--- src/rtl/if_ctrl.sv ---
// Instruction-fetch sequencer: owns the fetch PC, runs a req/ack handshake to
// instruction memory, and holds each fetched instruction until decode takes it.
module if_ctrl #(
  parameter int                ADDR_W   = 32,
  parameter int                DATA_W   = 32,
  parameter logic [ADDR_W-1:0] RESET_PC = '0
) (
  input  logic              clk,
  input  logic              rst,
  input  logic              stall_i,
  input  logic              branch_flag_i,
  input  logic [ADDR_W-1:0] branch_target_i,
  output logic              mem_req_o,
  output logic [ADDR_W-1:0] mem_addr_o,
  input  logic              mem_ack_i,
  input  logic [DATA_W-1:0] mem_rdata_i,
  output logic              ce_o,
  output logic              inst_valid_o,
  output logic [DATA_W-1:0] inst_o,
  output logic [ADDR_W-1:0] inst_pc_o
);

  typedef enum logic [1:0] {
    IDLE = 2'd0,
    REQ  = 2'd1,
    HOLD = 2'd2
  } state_t;

  localparam logic [ADDR_W-1:0] PC_STEP = ADDR_W'(4);

  state_t            state;
  logic [ADDR_W-1:0] pc;
  logic              kill;
  logic [ADDR_W-1:0] kill_tgt;
  logic              ce;
  logic              inst_valid;
  logic [DATA_W-1:0] inst;
  logic [ADDR_W-1:0] inst_pc;

  // NOTE: all state updates use non-blocking assignments so every register
  // samples pre-edge values and the case arms can be read in any order.
  always_ff @(posedge clk) begin
    if (!rst) begin
      state      <= IDLE;
      pc         <= RESET_PC;
      kill       <= 1'b0;
      kill_tgt   <= '0;
      ce         <= 1'b0;
      inst_valid <= 1'b0;
      inst       <= '0;
      inst_pc    <= '0;
    end else begin
      case (state)
        IDLE: begin
          state <= REQ;
          ce    <= 1'b1;
        end

        REQ: begin
          if (branch_flag_i) begin
            if (mem_ack_i) begin
              // In-flight data belongs to the old path; restart at the target.
              pc   <= branch_target_i;
              kill <= 1'b0;
            end else begin
              // Cannot abort a pending transfer: remember where to go after ack.
              kill     <= 1'b1;
              kill_tgt <= branch_target_i;
            end
          end else if (mem_ack_i) begin
            if (kill) begin
              pc   <= kill_tgt;
              kill <= 1'b0;
            end else begin
              inst       <= mem_rdata_i;
              inst_pc    <= pc;
              inst_valid <= 1'b1;
              pc         <= pc + PC_STEP;
              state      <= HOLD;
            end
          end
        end

        HOLD: begin
          if (branch_flag_i) begin
            inst_valid <= 1'b0;
            pc         <= branch_target_i;
            state      <= REQ;
          end else if (!stall_i) begin
            inst_valid <= 1'b0;
            state      <= REQ;
          end
        end

        default: state <= IDLE;
      endcase
    end
  end

  assign mem_req_o    = (state == REQ);
  assign mem_addr_o   = pc;
  assign ce_o         = ce;
  assign inst_valid_o = inst_valid;
  assign inst_o       = inst;
  assign inst_pc_o    = inst_pc;

endmodule

--- config.mk ---
export PLATFORM = sky130hd
export DESIGN_NAME = if_ctrl
export DESIGN_NICKNAME = d
export VERILOG_FILES = /design/src/rtl/if_ctrl.sv
export SDC_FILE = /design/constraint.sdc
export NUM_CORES = 1
export LEC_CHECK = 0
export CORE_MARGIN = 4
export CORE_UTILIZATION = 50
export CTS_CLUSTER_DIAMETER = 120
export DETAILED_ROUTE_END_ITERATION = 10
export GPL_TIMING_DRIVEN = 0
export PLACE_DENSITY = 0.8
export SETUP_SLACK_MARGIN = 0.05
export SYNTH_ARGS = -nofsm -noshare
export SYNTH_HDL_FRONTEND = slang
export SYNTH_SLANG_ARGS = --single-unit
--- constraint.sdc ---
create_clock -name clk -period 5.5 [get_ports clk]
set_input_delay 0.825 -clock clk [delete_from_list [all_inputs] [get_ports clk]]
set_output_delay 0.825 -clock clk [all_outputs]
set_load 0.005 [all_outputs]
==> reports/qor.txt, run 1 <==
Sw Ratio = 34.4%
Cts hold-fix bufs = 0
Drt total wl = 19900 microns
Routed Antenna Nets = 0
Post-CTS setup buffers = 0
Yosys cell types = 52
Wirelength per Cell = 17.6 microns
Unrepaired setup endpoints after global routing = false
HP Class = reg2reg
Layout Cells excl Fill = 1130
Vias = 6432
Minimum clock period = 2820 ps
Max-slew headroom = 32.4%
Top FF cell, synth = dfxtp_1
Drt drc = 0
Seq/Total Area, Yosys = 44.9%
CP Max Fanout = 10
Most frequent cells in the layout = nand2_1 (247), clkdlybuf4s50_1 (166), dfxtp_1 (133)
Status = completed
CP delay by family, top = simple AND/OR/NAND/NOR gates
Final net count = 1049
WP data arrival = 3170 ps
H-Tree Depth = 4
FFs w/ async S/R, synth = 0%
Clk slew on worst S/H paths = 60 ps
Grt total ovfl = 0
# IOs = 168
Num rows = 39
CP Cell Sequence = clkdlybuf4s50_1, nor2_1, clkbuf_1, nand2_1, nor4_1, a211oi_1, o2bb2ai_1
Most common cell after layout, fill and taps aside = nand2_1
Vias in the first global route = 5874
Clock root cell = clkbuf_16
CP Data Required Time = 5850 ps
Pwr dens = 424 nW/um^2
Clock share of power = 32.7%
Skew final = 8.13 ps
TritonCTS Buffers = 17
Final period util = 51.3%
Hold violation count in the final report = 0
First-pass GRT wire length = 30400 microns
# port buffers = 166
Yosys top cell area share = 44.9%
Syn_area_per_cell = 7.51 sq um
Gate power share = 32.1%
Leakage = 2.86 nW
Area Growth Syn to Fin = 41.1%
Final Max Tran Viols = 0
Initial antenna violation count = 0
GRT Overall Usage = 28.7%
Worst-margin pin slew = 1010 ps
Fmax = 355 MHz
#FFs+latches synth = 133
Crit start category = primary input
Critical path class = in2reg
Worst setup EP type = flop
WP buf/inv = 2
Slowest cell on the critical path = clkdlybuf4s50_1
Core ar. = 11500 sq um
Share of layout cells above drive strength 1 = 5.57%
Starting DRT DRC Count = 633
VDD IR-drop max = 214 uV
FILL cells = 976
HPWL after DPL = 14400 microns
GP Congestion = 0.935
Setup TNS = 0 ps
P_sw = 1.22 mW
Flop pwr share = 35.2%
Drt pass-1 iters = 5
Power Internal = 2.33 mW
Final setup fails = 0
CTS tree = yes
# diodes = 0
Initial Util = 51.5%
Number of flops mapped to enable cells by yosys = 0
Die height = 117 microns
Largest net degree at the start of global routing = 17
Die Area = 13700 sq um
Mapped cell area = 5940 sq um
# resized after CTS = 0
Syn Nets = 864
Longest Clk Path Bufs = 2
Placed cells = 1099
Syn Inst Count = 790
Max cap viols = 0
Synth top area cells = dfxtp_1 (45%), nand2_1 (16%), a21oi_1 (11%)
Vias/cell = 5.69
Yosys warning total = 0
Die Wd = 117 microns
Area leader, netlist = dfxtp_1
Clk sinks = 133
Worst-Skew Late Latency = 420 ps
Max stage delay on crit path = 520 ps
-- per-stage QoR --
step,util [%],hold slack [ps],total power [mW],area [sq um],setup WS [ps]
2_1_floorplan,-,431,1.85,5940,3520
3_3_place_gp,67.5,440,2.36,7780,2340
3_5_place_dp,67.5,445,2.37,7780,2300
4_1_cts,72.8,452,3.53,8380,2710
5_1_grt,72.8,460,3.71,8380,2550
6_report,72.8,451,3.55,8380,2680
-- worst register-to-register path, delay by kind of cell (launching register included) --
family                     cells  cell delay [ps]
AOI/OAI and AO/OA              2              320
adders and majority gates      1              280
buffers and inverters          2              470
DFF                            1              380
and+or+nand+nor                3             1110
-- sequential cells by signal (all words and copies together), names as in the netlist --
register and flops:
state 2, kill_tgt 32, inst_o 32, inst_valid_o 1
ce_o 1, kill 1, mem_addr_o 32, inst_pc_o 32
-- routing by layer --
metal,part of all wire (%),global-route usage [%]
met1,41,37.3
met5,0,0
met4,3.2,10.9
met3,10,7.66
met2,45,45.9
-- area by class of cell --
| cell class | count | area [sq um] | share of cell area, % |
|---|---|---|---|
| Sequential cell | 133 | 2660 | 31.8 |
| Multi-Input combinational cell | 589 | 3000 | 35.8 |
| Clock inverter | 8 | 124 | 1.48 |
| Tap cell | 143 | 179 | 2.14 |
| Timing Repair Buffer | 166 | 1660 | 19.8 |
| Clock buffer | 23 | 478 | 5.70 |
| Buffer | 60 | 240 | 2.87 |
| Inverter | 8 | 30.0 | 0.358 |
-- cell families after synthesis --
group           Yosys count  share of synthesized area [%]
simple gates            351                           25.9
compound gates          220                           21.7
flops                   133                           44.9
buf+inv                  68                           4.55
xor+xnor                  9                           1.33
fa+ha+maj                 5                           1.05
mux                       4                          0.675
-- path summary, 6_finish.rpt --
kind                          startpoint                           to  slack (ps)  cells past startpoint
setup / recovery           branch_flag_i  mem_addr_o[11]$_SDFFE_PN0P_        2680                      7
hold reg to reg   inst_o[2]$_SDFFE_PN0P_       inst_o[2]$_SDFFE_PN0P_         450                      2
hold / removal    inst_o[2]$_SDFFE_PN0P_       inst_o[2]$_SDFFE_PN0P_         450                      2
setup reg to reg   state[0]$_SDFFE_PN0P_  mem_addr_o[11]$_SDFFE_PN0P_        2860                      8
-- synthesized netlist by cell type (6+ instances only) --
library cell,count
clkbuf_1,46
nand3_1,19
o211ai_1,11
nand2_1,247
buf_2,11
nor2_1,31
dfxtp_1,133
nor3_1,11
nand4_1,6
a21oi_1,129
a311oi_1,11
and4_1,6
o21ai_0,33
inv_1,8
-- power by group through the flow --
stage | registers, mW | clock network (mW) | logic, mW
6_report | 1.25 | 1.16 | 1.14
3_3_place_gp | 1.26 | 0 | 1.10
2_1_floorplan | 1.23 | 0 | 0.622
4_1_cts | 1.24 | 1.16 | 1.12
3_5_place_dp | 1.26 | 0 | 1.11
5_1_grt | 1.27 | 1.20 | 1.23
No activity file was read; power rests on OpenSTA's default activity.
==> run 2: changes to the inputs <==
Settings changed: CORE_UTILIZATION 50 to 43, PLACE_DENSITY 0.8 to 0.73.
Clock period 5.5 ns to 2.5 ns, I/O delays scaled along.
==> reports/qor.txt, run 2 (synthesis gave the netlist of run 1 again) <==
Worst Hold End = mem_addr_o[20]$_SDFFE_PN0P_ (was inst_o[2]$_SDFFE_PN0P_)
P_sw = 2.70 mW (was 1.22 mW)
Worst R2R Start = state[0]$_SDFFE_PN0P_ (unchanged)
Unrepaired setup endpoints after global routing = false (unchanged)
Clock share of power = 32.5% (was 32.7%)
WP data arrival = 2630 ps (was 3170 ps)
Most common cell after layout, fill and taps aside = nand2_1 (unchanged)
Setup TNS = 0 ps (unchanged)
Skew final = 5.76 ps (was 8.13 ps)
Area Growth Syn to Fin = 42.2% (was 41.1%)
Grt total ovfl = 0 (unchanged)
FILL cells = 1260 (was 976)
Clk sinks = 133 (unchanged)
CTS tree = yes (unchanged)
Depth of the worst hold-timing path = 3 (was 2)
Worst setup EP type = flop (unchanged)
Status = completed (unchanged)
GRT Overall Usage = 25.3% (was 28.7%)
Hold violation count in the final report = 0 (unchanged)
Core ar. = 13400 sq um (was 11500 sq um)
Cts hold-fix bufs = 0 (unchanged)
Largest net degree at the start of global routing = 17 (unchanged)
Final setup fails = 0 (unchanged)
HP Class = in2reg (was reg2reg)
Max-slew headroom = 42.2% (was 32.4%)
Hold Path Origin = rst (was inst_o[2]$_SDFFE_PN0P_)
Fmax = 436 MHz
Most frequent cells in the layout = nand2_1 (246), clkdlybuf4s50_1 (166), dfxtp_1 (133) (was nand2_1 (247), clkdlybuf4s50_1 (166), dfxtp_1 (133))
Power Internal = 5.19 mW (was 2.33 mW)
FF-to-FF End = mem_addr_o[17]$_SDFFE_PN0P_ (was mem_addr_o[11]$_SDFFE_PN0P_)
Routed Antenna Nets = 0 (unchanged)
Final period util = 91.7%
Worst-Skew Late Latency = 420 ps (about the same)
Vias = 6388 (was 6432)
GP Congestion = 0.902 (was 0.935)
Worst-margin pin slew = 866 ps (was 1010 ps)
Final Max Tran Viols = 0 (unchanged)
First-pass GRT wire length = 31700 microns (was 30400 microns)
Critical path class = reg2reg (was in2reg)
CP Max Fanout = 10 (unchanged)
# port buffers = 166 (unchanged)
TritonCTS Buffers = 17 (unchanged)
R2R depth = 8 (unchanged)
VDD IR-drop max = 516 uV (was 214 uV)
# IOs = 168 (unchanged)
Final hold slack = 334 ps (was 451 ps)
Num rows = 42 (was 39)
Sw Ratio = 34.2% (was 34.4%)
Minimum clock period = 2290 ps
Clock root cell = clkbuf_16 (unchanged)
Post-CTS setup buffers = 0 (unchanged)
Pwr dens = 936 nW/um^2 (was 424 nW/um^2)
Crit start category = flop (was primary input)
Leakage = 2.87 nW (was 2.86 nW)
Pre-CTS setup slack = -302 ps (was 2300 ps)
Drt drc = 0 (unchanged)
HPWL after DPL = 14600 microns (was 14400 microns)
Clk slew on worst S/H paths = 60 ps (about the same)
Starting DRT DRC Count = 658 (was 633)
Die Wd = 125 microns (was 117 microns)
CP Data Required Time = 2840 ps (was 5850 ps)
Drt pass-1 iters = 5 (unchanged)
R2R Setup Slk = 210 ps (was 2860 ps)
Flop pwr share = 34.9% (was 35.2%)
H-Tree Depth = 4 (unchanged)
Initial antenna violation count = 0 (unchanged)
Die Area = 15700 sq um (was 13700 sq um)
Vias in the first global route = 5906 (was 5874)
Wirelength per Cell = 17.7 microns (was 17.6 microns)
Gate power share = 32.6% (was 32.1%)
Final net count = 1048 (was 1049)
Longest Clk Path Bufs = 2 (unchanged)
Initial Util = 44.3% (was 51.5%)
Placed cells = 1132 (was 1099)
Die height = 125 microns (was 117 microns)
Drt total wl = 20500 microns (was 19900 microns)
Share of layout cells above drive strength 1 = 5.99% (was 5.57%)
Layout Cells excl Fill = 1161 (was 1130)
Post-layout util = 63.0% (was 72.8%)
# diodes = 0 (unchanged)
Vias/cell = 5.50 (was 5.69)
Worst Slack Setup Final = 207 ps (was 2680 ps)
Max cap viols = 0 (unchanged)
==> run 2: power by group through the flow <==
stage          Combinational (mW)  Sequential [mW]  Clock (mW)
6_report                     2.57             2.75        2.57
5_1_grt                      2.78             2.78        2.68
4_1_cts                      2.52             2.74        2.59
3_5_place_dp                 2.49             2.78           0
3_3_place_gp                 2.48             2.77           0
2_1_floorplan                1.37             2.71           0
==> run 2: worst max-delay path by stage <==
stage,start,slack [ps],end,depth (start not counted)
after CTS,state[0]$_SDFFE_PN0P_,140,mem_addr_o[24]$_SDFFE_PN0P_,8
final,state[0]$_SDFFE_PN0P_,210,mem_addr_o[17]$_SDFFE_PN0P_,8
after floorplan,mem_addr_o[2]$_SDFFE_PN0P_,540,mem_addr_o[26]$_SDFFE_PN0P_,6
after global routing,state[0]$_SDFFE_PN0P_,50,mem_addr_o[17]$_SDFFE_PN0P_,8
after detailed placement,branch_flag_i,-300,inst_pc_o[31]$_SDFFE_PN0P_,6
after global placement,branch_flag_i,-260,inst_pc_o[6]$_SDFFE_PN0P_,6
==> run 2: cell type report <==
type | count | area [sq um] | share of cell area (%)
multi-input cells | 589 | 3020 | 35.8
flip-flops and latches | 133 | 2660 | 31.5
repair buffers | 166 | 1660 | 19.7
clock buffers | 27 | 513 | 6.08
plain buffers | 59 | 241 | 2.86
well taps | 176 | 220 | 2.61
clock inverters | 3 | 90.1 | 1.07
inverters | 8 | 30.0 | 0.356
==> run 2: worst max-delay path, cell delays in order, from the launching register on <==
cell and delay, ps:
dfxtp_1 380, inv_1 80, ha_1 270, nor2_1 250
clkbuf_2 320, nand2_2 230, nor4_1 410, a211oi_1 100
o22ai_1 160
==> run 2: stage by stage <==
| stage | cell area [sq um] | total power, mW |
|---|---|---|
| after floorplan | 5940 | 4.08 |
| after global placement | 7820 | 5.25 |
| after detailed placement | 7820 | 5.28 |
| after CTS | 8430 | 7.84 |
| after global routing | 8440 | 8.25 |
| final | 8440 | 7.90 |
==> run 2: routing by layer <==
metal / GRT usage (%) / routed length, microns / share of wire, %
met1: 33.1 / 8470 / 41
met2: 40.9 / 9420 / 46
met3: 5.25 / 2030 / 9.9
met4: 10.3 / 589 / 2.9
met5: 0 / 0 / 0
==> run 2: repair_timing <==
action	in CTS	in global routing
endpoints found under the setup margin	3	36
resized for setup	2	9
gates cloned	0	0
==> run 3: changes to the inputs <==
Settings changed: CAP_MARGIN set to 10, SLEW_MARGIN set to 5.
==> results of run 3 <==
Final layout, timing and power as in run 2 (identical DEF).
